--- src/rtl/tt_um_pwm_multi_channel_gen.sv ---
// Multi-channel PWM generator sharing one period counter, with debounced per-channel
// duty buttons and edge/center-aligned counting; duty and mode only take effect at a period boundary.
//   state            | meaning
//   mode_q=0         | edge-aligned: cnt 0..PERIOD-1, wrap
//   mode_q=1,dir_q=0 | center-aligned, counting up (holds PERIOD-1 one clk to flip)
//   mode_q=1,dir_q=1 | center-aligned, counting down (boundary at 0)
module tt_um_pwm_multi_channel_gen #(
  parameter int CHANNELS   = 2,
  parameter int CNT_W      = 8,
  parameter int PERIOD     = 100,
  parameter int STEP       = 10,
  parameter int DUTY_RESET = 50,
  parameter int DEB_DIV    = 25000000
) (
  input  logic                clk,
  input  logic                rst_n,
  input  logic                ena,
  input  logic                mode,
  input  logic [CHANNELS-1:0] inc_btn,
  input  logic [CHANNELS-1:0] dec_btn,
  output logic [CHANNELS-1:0] pwm_out,
  output logic                period_tick,
  output logic [CNT_W-1:0]    duty_ch0
);

  localparam int               DEB_W     = $clog2(DEB_DIV);
  localparam logic [DEB_W-1:0] DEB_LAST  = DEB_W'(DEB_DIV - 1);
  localparam logic [CNT_W-1:0] CNT_LAST  = CNT_W'(PERIOD - 1);
  localparam logic [CNT_W:0]   PERIOD_X  = (CNT_W + 1)'(PERIOD);
  localparam logic [CNT_W:0]   STEP_X    = (CNT_W + 1)'(STEP);
  localparam logic [CNT_W-1:0] DUTY_RST  = CNT_W'(DUTY_RESET);

  logic [DEB_W-1:0]                deb_q, deb_d;
  logic [CHANNELS-1:0]             inc_s1_q, inc_s1_d, inc_s2_q, inc_s2_d;
  logic [CHANNELS-1:0]             dec_s1_q, dec_s1_d, dec_s2_q, dec_s2_d;
  logic [CHANNELS-1:0][CNT_W-1:0]  shadow_q, shadow_d;
  logic [CHANNELS-1:0][CNT_W-1:0]  active_q, active_d;
  logic [CHANNELS-1:0][CNT_W:0]    up_x;
  logic [CNT_W-1:0]                cnt_q, cnt_d;
  logic                            dir_q, dir_d;
  logic                            mode_q, mode_d;
  logic [CHANNELS-1:0]             pwm_q, pwm_d;
  logic                            tick_q, tick_d;
  logic                            slow_en, boundary;
  logic [CHANNELS-1:0]             inc_press, dec_press;

  // Debounce sampling and shadow duty update
  always_comb begin
    slow_en   = ena && (deb_q == DEB_LAST);
    deb_d     = deb_q;
    inc_s1_d  = inc_s1_q;
    inc_s2_d  = inc_s2_q;
    dec_s1_d  = dec_s1_q;
    dec_s2_d  = dec_s2_q;
    if (ena) deb_d = slow_en ? '0 : deb_q + 1'b1;
    if (slow_en) begin
      inc_s1_d = inc_btn;
      inc_s2_d = inc_s1_q;
      dec_s1_d = dec_btn;
      dec_s2_d = dec_s1_q;
    end
    inc_press = inc_s1_q & ~inc_s2_q & {CHANNELS{slow_en}};
    dec_press = dec_s1_q & ~dec_s2_q & {CHANNELS{slow_en}};
    shadow_d  = shadow_q;
    up_x      = '0;
    for (int i = 0; i < CHANNELS; i++) begin
      up_x[i] = {1'b0, shadow_q[i]} + STEP_X;
      if (inc_press[i] && !dec_press[i])
        shadow_d[i] = (up_x[i] > PERIOD_X) ? PERIOD_X[CNT_W-1:0] : up_x[i][CNT_W-1:0];
      else if (dec_press[i] && !inc_press[i])
        shadow_d[i] = ({1'b0, shadow_q[i]} < STEP_X) ? '0 : shadow_q[i] - STEP_X[CNT_W-1:0];
    end
  end

  // Next state; every boundary restarts at cnt=0 counting up, which also covers a mode change
  always_comb begin
    boundary = mode_q ? ((cnt_q == '0) && dir_q) : (cnt_q == CNT_LAST);
    cnt_d    = cnt_q;
    dir_d    = dir_q;
    active_d = active_q;
    mode_d   = mode_q;
    if (ena) begin
      if (boundary) begin
        cnt_d    = '0;
        dir_d    = 1'b0;
        active_d = shadow_q;
        mode_d   = mode;
      end else if (!mode_q || !dir_q) begin
        if (mode_q && (cnt_q == CNT_LAST)) dir_d = 1'b1;
        else                               cnt_d = cnt_q + 1'b1;
      end else begin
        cnt_d = cnt_q - 1'b1;
      end
    end
  end

  always_comb begin
    pwm_d = '0;
    for (int i = 0; i < CHANNELS; i++) pwm_d[i] = ena && (cnt_q < active_q[i]);
    tick_d = ena && boundary;
  end

  always_ff @(posedge clk or negedge rst_n) begin
    if (!rst_n) begin
      deb_q    <= '0;
      inc_s1_q <= '0;
      inc_s2_q <= '0;
      dec_s1_q <= '0;
      dec_s2_q <= '0;
      shadow_q <= {CHANNELS{DUTY_RST}};
      active_q <= {CHANNELS{DUTY_RST}};
      cnt_q    <= '0;
      dir_q    <= 1'b0;
      mode_q   <= 1'b0;
      pwm_q    <= '0;
      tick_q   <= 1'b0;
    end else begin
      deb_q    <= deb_d;
      inc_s1_q <= inc_s1_d;
      inc_s2_q <= inc_s2_d;
      dec_s1_q <= dec_s1_d;
      dec_s2_q <= dec_s2_d;
      shadow_q <= shadow_d;
      active_q <= active_d;
      cnt_q    <= cnt_d;
      dir_q    <= dir_d;
      mode_q   <= mode_d;
      pwm_q    <= pwm_d;
      tick_q   <= tick_d;
    end
  end

  assign pwm_out     = pwm_q;
  assign period_tick = tick_q;
  assign duty_ch0    = active_q[0];

endmodule

--- config.mk ---
export PLATFORM = sky130hd
export DESIGN_NAME = tt_um_pwm_multi_channel_gen
export DESIGN_NICKNAME = d
export VERILOG_FILES = /design/src/rtl/tt_um_pwm_multi_channel_gen.sv
export SDC_FILE = /design/constraint.sdc
export NUM_CORES = 1
export LEC_CHECK = 0
export CAP_MARGIN = 40
export CELL_PAD_IN_SITES_DETAIL_PLACEMENT = 1
export CELL_PAD_IN_SITES_GLOBAL_PLACEMENT = 2
export CORE_MARGIN = 2
export CORE_UTILIZATION = 39
export CTS_CLUSTER_DIAMETER = 150
export DETAILED_ROUTE_END_ITERATION = 12
export PLACE_DENSITY_LB_ADDON = 0.05
export SETUP_SLACK_MARGIN = 0.05
export SLEW_MARGIN = 40
export SYNTH_ARGS = -nofsm -noshare
export SYNTH_HDL_FRONTEND = slang
export SYNTH_SLANG_ARGS = --single-unit
--- constraint.sdc ---
create_clock -name clk -period 3 [get_ports clk]
set_input_delay 0.3 -clock clk [delete_from_list [all_inputs] [get_ports clk]]
set_output_delay 0.3 -clock clk [all_outputs]
set_load 0.01 [all_outputs]
# [After elaboration in Yosys (flattened, before gate mapping)]
# Index checks and enable logic that the tools add are counted.
[classes] addsub=7 order_cmp=6 n_eq_ne=3 mux=16 bitwise_logic=6 reduce_logical=25
[op_table] operator="$mux 8" count=11
[op_table] operator="$add 25x1->25 const B" count=1
[op_table] operator="$eq 25x25->1 const B" count=1
[op_table] operator="$mux 25" count=1
[op_table] operator="$add 8x4->9 const B" count=2
[op_table] operator="$gt 9x7->1 const B" count=2
[op_table] operator="$lt 8x4->1 const B" count=2
[op_table] operator="$lt 8x8->1" count=2
[op_table] operator="$sub 8x4->8 const B" count=2
[op_table] operator="$logic_and 1x1->1" count=10
[op_table] operator="$add 8x1->8 const B" count=1
[op_table] operator="$and 2x2->2" count=4
[op_table] operator="$eq 8x7->1 const B" count=1
[op_table] operator="$logic_not 8->1" count=1
[op_table] operator="$reduce_bool 2->1" count=4
[op_table] operator="$sub 8x1->8 const B" count=1
[op_table] operator="$logic_not 1->1" count=6
[op_table] operator="$mux 1" count=4
[op_table] operator="$not 2->2" count=2
[op_table] operator="$reduce_and 2->1" count=2
[op_table] operator="$ne 3x3->1 const B" count=1
[op_table] operator="$reduce_and 3->1" count=1
[op_table] operator="$logic_or 1x1->1" count=1
[totals] regBits=78 in_bits=8 out_inout_bits=11 elab_cells=77

# [Longest topological paths before layout]
[logic_depth] word_depth=7 mapped_depth=12 mapped_depth_nobuf=12

# [Worst setup path after synthesis]
# Ideal clock, no wire load.
[synth_path] path_kind="register to register" from="register deb_q[8]" to="register shadow_q[1] (netlist bit)" setup_ns=0.078 arrival_ns=2.442 required_time_ns=2.922 path_slack_ns=0.479 path_stages_with_launch=10 n_path_buf=2 path_cell_list="dfrtp_1 -> or4_4 -> nor4_1 -> and2_1 -> nand3b_1 -> ha_1 -> clkbuf_1 -> clkbuf_1 -> a21oi_1 -> a31o_2"
[synth_between] elab_chain_cells=6 elab_cells_between_ends=10 cone_classes="1 x eq/ne; 1 x mux; 2 x bitwise; 6 x reduce/logical"
[synth_rtl] item="start: declaration" line_no="33" text="logic [DEB_W-1:0] deb_q, deb_d;"
[synth_rtl] item="start signal: assignment" line_no="105" text="deb_q <= '0;"
[synth_rtl] item="start signal: assignment" line_no="118" text="deb_q <= deb_d;"
[synth_rtl] item="$eq 25x25->1 (*)" line_no="49" text="slow_en = ena && (deb_q == DEB_LAST);"
[synth_rtl] item="$logic_and 1x1->1 (*)" line_no="49"
[synth_rtl] item="$and 2x2->2 (on tied branches)" line_no="63, 62"
[synth_rtl] item="$logic_not 1->1 (on tied branches)" line_no="68, 70"
[synth_rtl] item="$logic_and 1x1->1 (on tied branches)" line_no="68, 70"
[synth_rtl] item="$mux 8 / $reduce_bool 2->1 (equally long branches)"
[synth_rtl] item="end signal: assignment" line_no="110" text="shadow_q <= {CHANNELS{DUTY_RST}};"
[synth_rtl] item="end signal: assignment" line_no="123" text="shadow_q <= shadow_d;"
[synth_rtl] item="end: declaration" line_no="36" text="logic [CHANNELS-1:0][CNT_W-1:0] shadow_q, shadow_d;"
# Every way passes the cells marked *; elsewhere a longest branch is shown, timed or not.
# A chain may end at the register's enable or synchronous reset.

# [Worst setup path after layout]
[layout_path] from="register deb_q[6]" to="register shadow_q[11] (netlist bit)"
# The elaborated chain is that of the path after synthesis.

==> flow_metrics.env <==
export IMPL_outcome="finished with violations"
export IMPL_violations="negative hold slack"
export IMPL_finalMaxSlewViolations=0
export IMPL_cts_buffers=9
export IMPL_whs_ns=-0.0140
export IMPL_cts_tree="done"
export IMPL_cpMaxStageDelayCell="dfrtp_1"
export IMPL_fp_dieH_um=112
export IMPL_ys_seq_area_share_pct=40.8
export IMPL_crit_fanout=9
export IMPL_grt_max_degree=75
export IMPL_syn_area_per_cell_um2=8.93
export IMPL_synth_nets=549
export IMPL_ioPinCount=19
export IMPL_max_stage_delay_ns=0.44
export IMPL_drive_above_1_share_pct=10.6
export IMPL_p_int_mw=1.84
export IMPL_yosysTopAreaCell="dfrtp_1"
export IMPL_grt_remaining_overflow=0
export IMPL_skew_ns=0.00589
export IMPL_fp_dieW_um=112
export IMPL_crit_path_end_kind="flip-flop"
export IMPL_pwr_share_seq_pct=45.8
export IMPL_hpwl_um=8200
export IMPL_cp_arrival_ns=2.88
export IMPL_synth_area_leaders="dfrtp_1 (34%), ha_1 (7.4%), dfstp_2 (6.9%)"
export IMPL_rsz0062_at_grt="false"
export IMPL_layout_cells_most_common="dfrtp_1"
export IMPL_r2r_cells=11
export IMPL_timing_final_ws_setup_ns=0.328
export IMPL_detailedPlace_worstSlack_ns=0.172
export IMPL_worstMarginPinSlew_ns=0.697
export IMPL_finalWeightedCongestion=0.802
export IMPL_drt_wl_total_um=11700
export IMPL_swShare_pct=28.9
export IMPL_fin_setup_tns_ns=0
export IMPL_slew_headroom_pct=53.5
export IMPL_synth_async_reset_ratio_pct=100
export IMPL_cellPowerDensity_nw_per_um2=505
export IMPL_num_vias=3720
export IMPL_yosys_area_top_type_share_pct=33.9
export IMPL_drtPass1Iterations=4
export IMPL_die_area_um2=12600
export IMPL_leakage_nw=2.20
export IMPL_stdcell_area_um2=5120
export IMPL_ys_types=63
export IMPL_n_antenna_cell=0
export IMPL_final_cell_mix="dfrtp_1 (62), nand2_1 (55), nor2_1 (48)"
export IMPL_p_sw_mw=0.748
export IMPL_finalHoldViolCount=9
export IMPL_worst_path_buf_inv=1
export IMPL_syn_area_um2=4580
export IMPL_peakVddDrop_mv=0.241
export IMPL_setup_violations_final=0
export IMPL_critPathRequiredTime_ns=3.20
export IMPL_grtUsageTotal_pct=20.1
export IMPL_clk_pin_slew_ns=0.06
export IMPL_clock_latency_ns=0.34
export IMPL_num_rows=39
export IMPL_critPathTopFamily="simple AND/OR/NAND/NOR gates"
export IMPL_holdCritPathClass="in -> async"
export IMPL_drc=0
export IMPL_antenna_found_initial=0
export IMPL_grt_pass1_wl_um=20200
export IMPL_finalCoreUtilization_pct=44.8
export IMPL_ctsRootBufferMaster="clkbuf_16"
export IMPL_yosys_warnings=0
export IMPL_worstPathCellList="nor4b_2, nand3b_1, nor4_4, nand2_1, nor3b_1, ha_1, inv_1, nand2_1, o31ai_1, a21oi_1, a21oi_1"
export IMPL_ant_nets=0
export IMPL_grt_pass1_vias=3878
export IMPL_area_growth_pct=11.7
export IMPL_nNetsFinal=551
export IMPL_coreArea_um2=11400
export IMPL_drt_iter0_drc=112
export IMPL_clkPwrFrac_pct=40.2
export IMPL_initial_utilization_pct=40.1
export IMPL_max_freq_ghz=0.374
export IMPL_vias_per_cell=5.61
export IMPL_port_buffers=17
export IMPL_cts_max_path_buffers=2
export IMPL_dpl_cell_area_um2=4800
export IMPL_critical_path_class="reg -> reg"
export IMPL_combPwrFrac_pct=14.0
export IMPL_syn_inst=513
export IMPL_synth_edf_count=0
export IMPL_cts_hold_buffers=0
export IMPL_start_kind="flip-flop"
export IMPL_htreeDepth=3
export IMPL_cap_violations=0
export IMPL_wl_per_cell_um=17.7
export IMPL_n_fill_cell=1345
export IMPL_finalCritPeriodShare_pct=89.1
export IMPL_fin_crit_ns=2.67
export IMPL_cts_num_sinks=74
export IMPL_ys_ff_latch=74
export IMPL_path_depth=11
export IMPL_synth_top_flop_cell="dfrtp_1"
layout make-up:
cell class                 count  area (um2)  share of cell area (%)
multi-input combinational    375        2450                    47.9
clock buffer                  11         243                    4.74
timing repair buffer          23         216                    4.23
clock inverter                 5        38.8                   0.758
inverter                      32         120                    2.35
sequential                    74        1870                    36.5
tap                          143         179                    3.50
registers in the layout, indices dropped and copies added, names as in the netlist, 2 cells and up:
| signal | cells |
|---|---|
| shadow_q | 14 |
| active_q | 7 |
| dec_s2_q | 2 |
| duty_ch0 | 7 |
| cnt_q | 8 |
| dec_s1_q | 2 |
| inc_s2_q | 2 |
| inc_s1_q | 2 |
| deb_q | 25 |
| pwm_out | 2 |
Yosys cell counts (all sizes together) (9+ instances only):
library cell / count
a21oi: 20
buf: 13
clkbuf: 19
dfrtp: 62
dfstp: 12
ha: 27
inv: 32
mux2: 9
nand2: 55
nand3: 19
nand4: 9
nor2: 50
nor3: 12
o21ai: 44
xnor2: 11
xor2: 18
cell families after synthesis:
| family | after synthesis | synth area share, % |
|---|---|---|
| flops | 74 | 40.8 |
| mux | 11 | 2.73 |
| other cells | 1 | 0.0819 |
| buf+inv | 64 | 6.23 |
| compound gates | 120 | 17.0 |
| simple gates | 186 | 19.8 |
| xor+xnor | 29 | 5.54 |
| fa+ha+maj | 28 | 7.81 |
layer usage:
metal | routed length [um] | share of wire, % | GRT usage (%)
met1 | 5860 | 50 | 28.5
met2 | 5490 | 47 | 31.3
met3 | 196 | 1.7 | 3.08
met4 | 178 | 1.5 | 7.64
met5 | 0 | 0 | 0
per-stage QoR:
step	cells	total power [mW]	hold slack, ns
after floorplan	513	1.43	0.00441
after global routing	663	2.74	0.0448
after global placement	646	1.54	0.462
final	663	2.59	-0.0140
after CTS	662	2.63	0.0177
after detailed placement	646	1.57	0.387
power by group through the flow:
stage                     Combinational (mW)  Sequential (mW)  Clock [mW]
after CTS                              0.369             1.19        1.07
after global routing                   0.423             1.20        1.11
after global placement                 0.348             1.20           0
after detailed placement               0.364             1.20           0
final                                  0.362             1.18        1.04
after floorplan                        0.270             1.16           0
timing repair:
action | 4_1_cts | 5_1_grt
resized for setup | 0 | 4
setup buffers | 0 | 1
setup endpoints to repair | 0 | 12
path summary, 6_finish.rpt:
| kind | endpoint | slack, ns | start |
|---|---|---|---|
| max in group asynchronous | shadow_q[2] | 2.54 | rst_n |
| worst max register to register | shadow_q[11] | 0.33 | deb_q[6] |
| worst min register to register | active_q[15] | 0.48 | active_q[15] |
| worst min-delay path | cnt_q[5] | -0.01 | rst_n |
| worst max-delay path | shadow_q[11] | 0.33 | deb_q[6] |
| min in group clk | active_q[15] | 0.48 | active_q[15] |
worst reg2reg max path: stages (launching register included):
cell and delay, ns:
dfrtp_1 0.44, nor4b_2 0.29, nand3b_1 0.17, nor4_4 0.27, nand2_1 0.13, nor3b_1 0.22, ha_1 0.38, inv_1 0.17
nand2_1 0.19, o31ai_1 0.09, a21oi_1 0.13, a21oi_1 0.05
(Power assumes the default switching activity.)
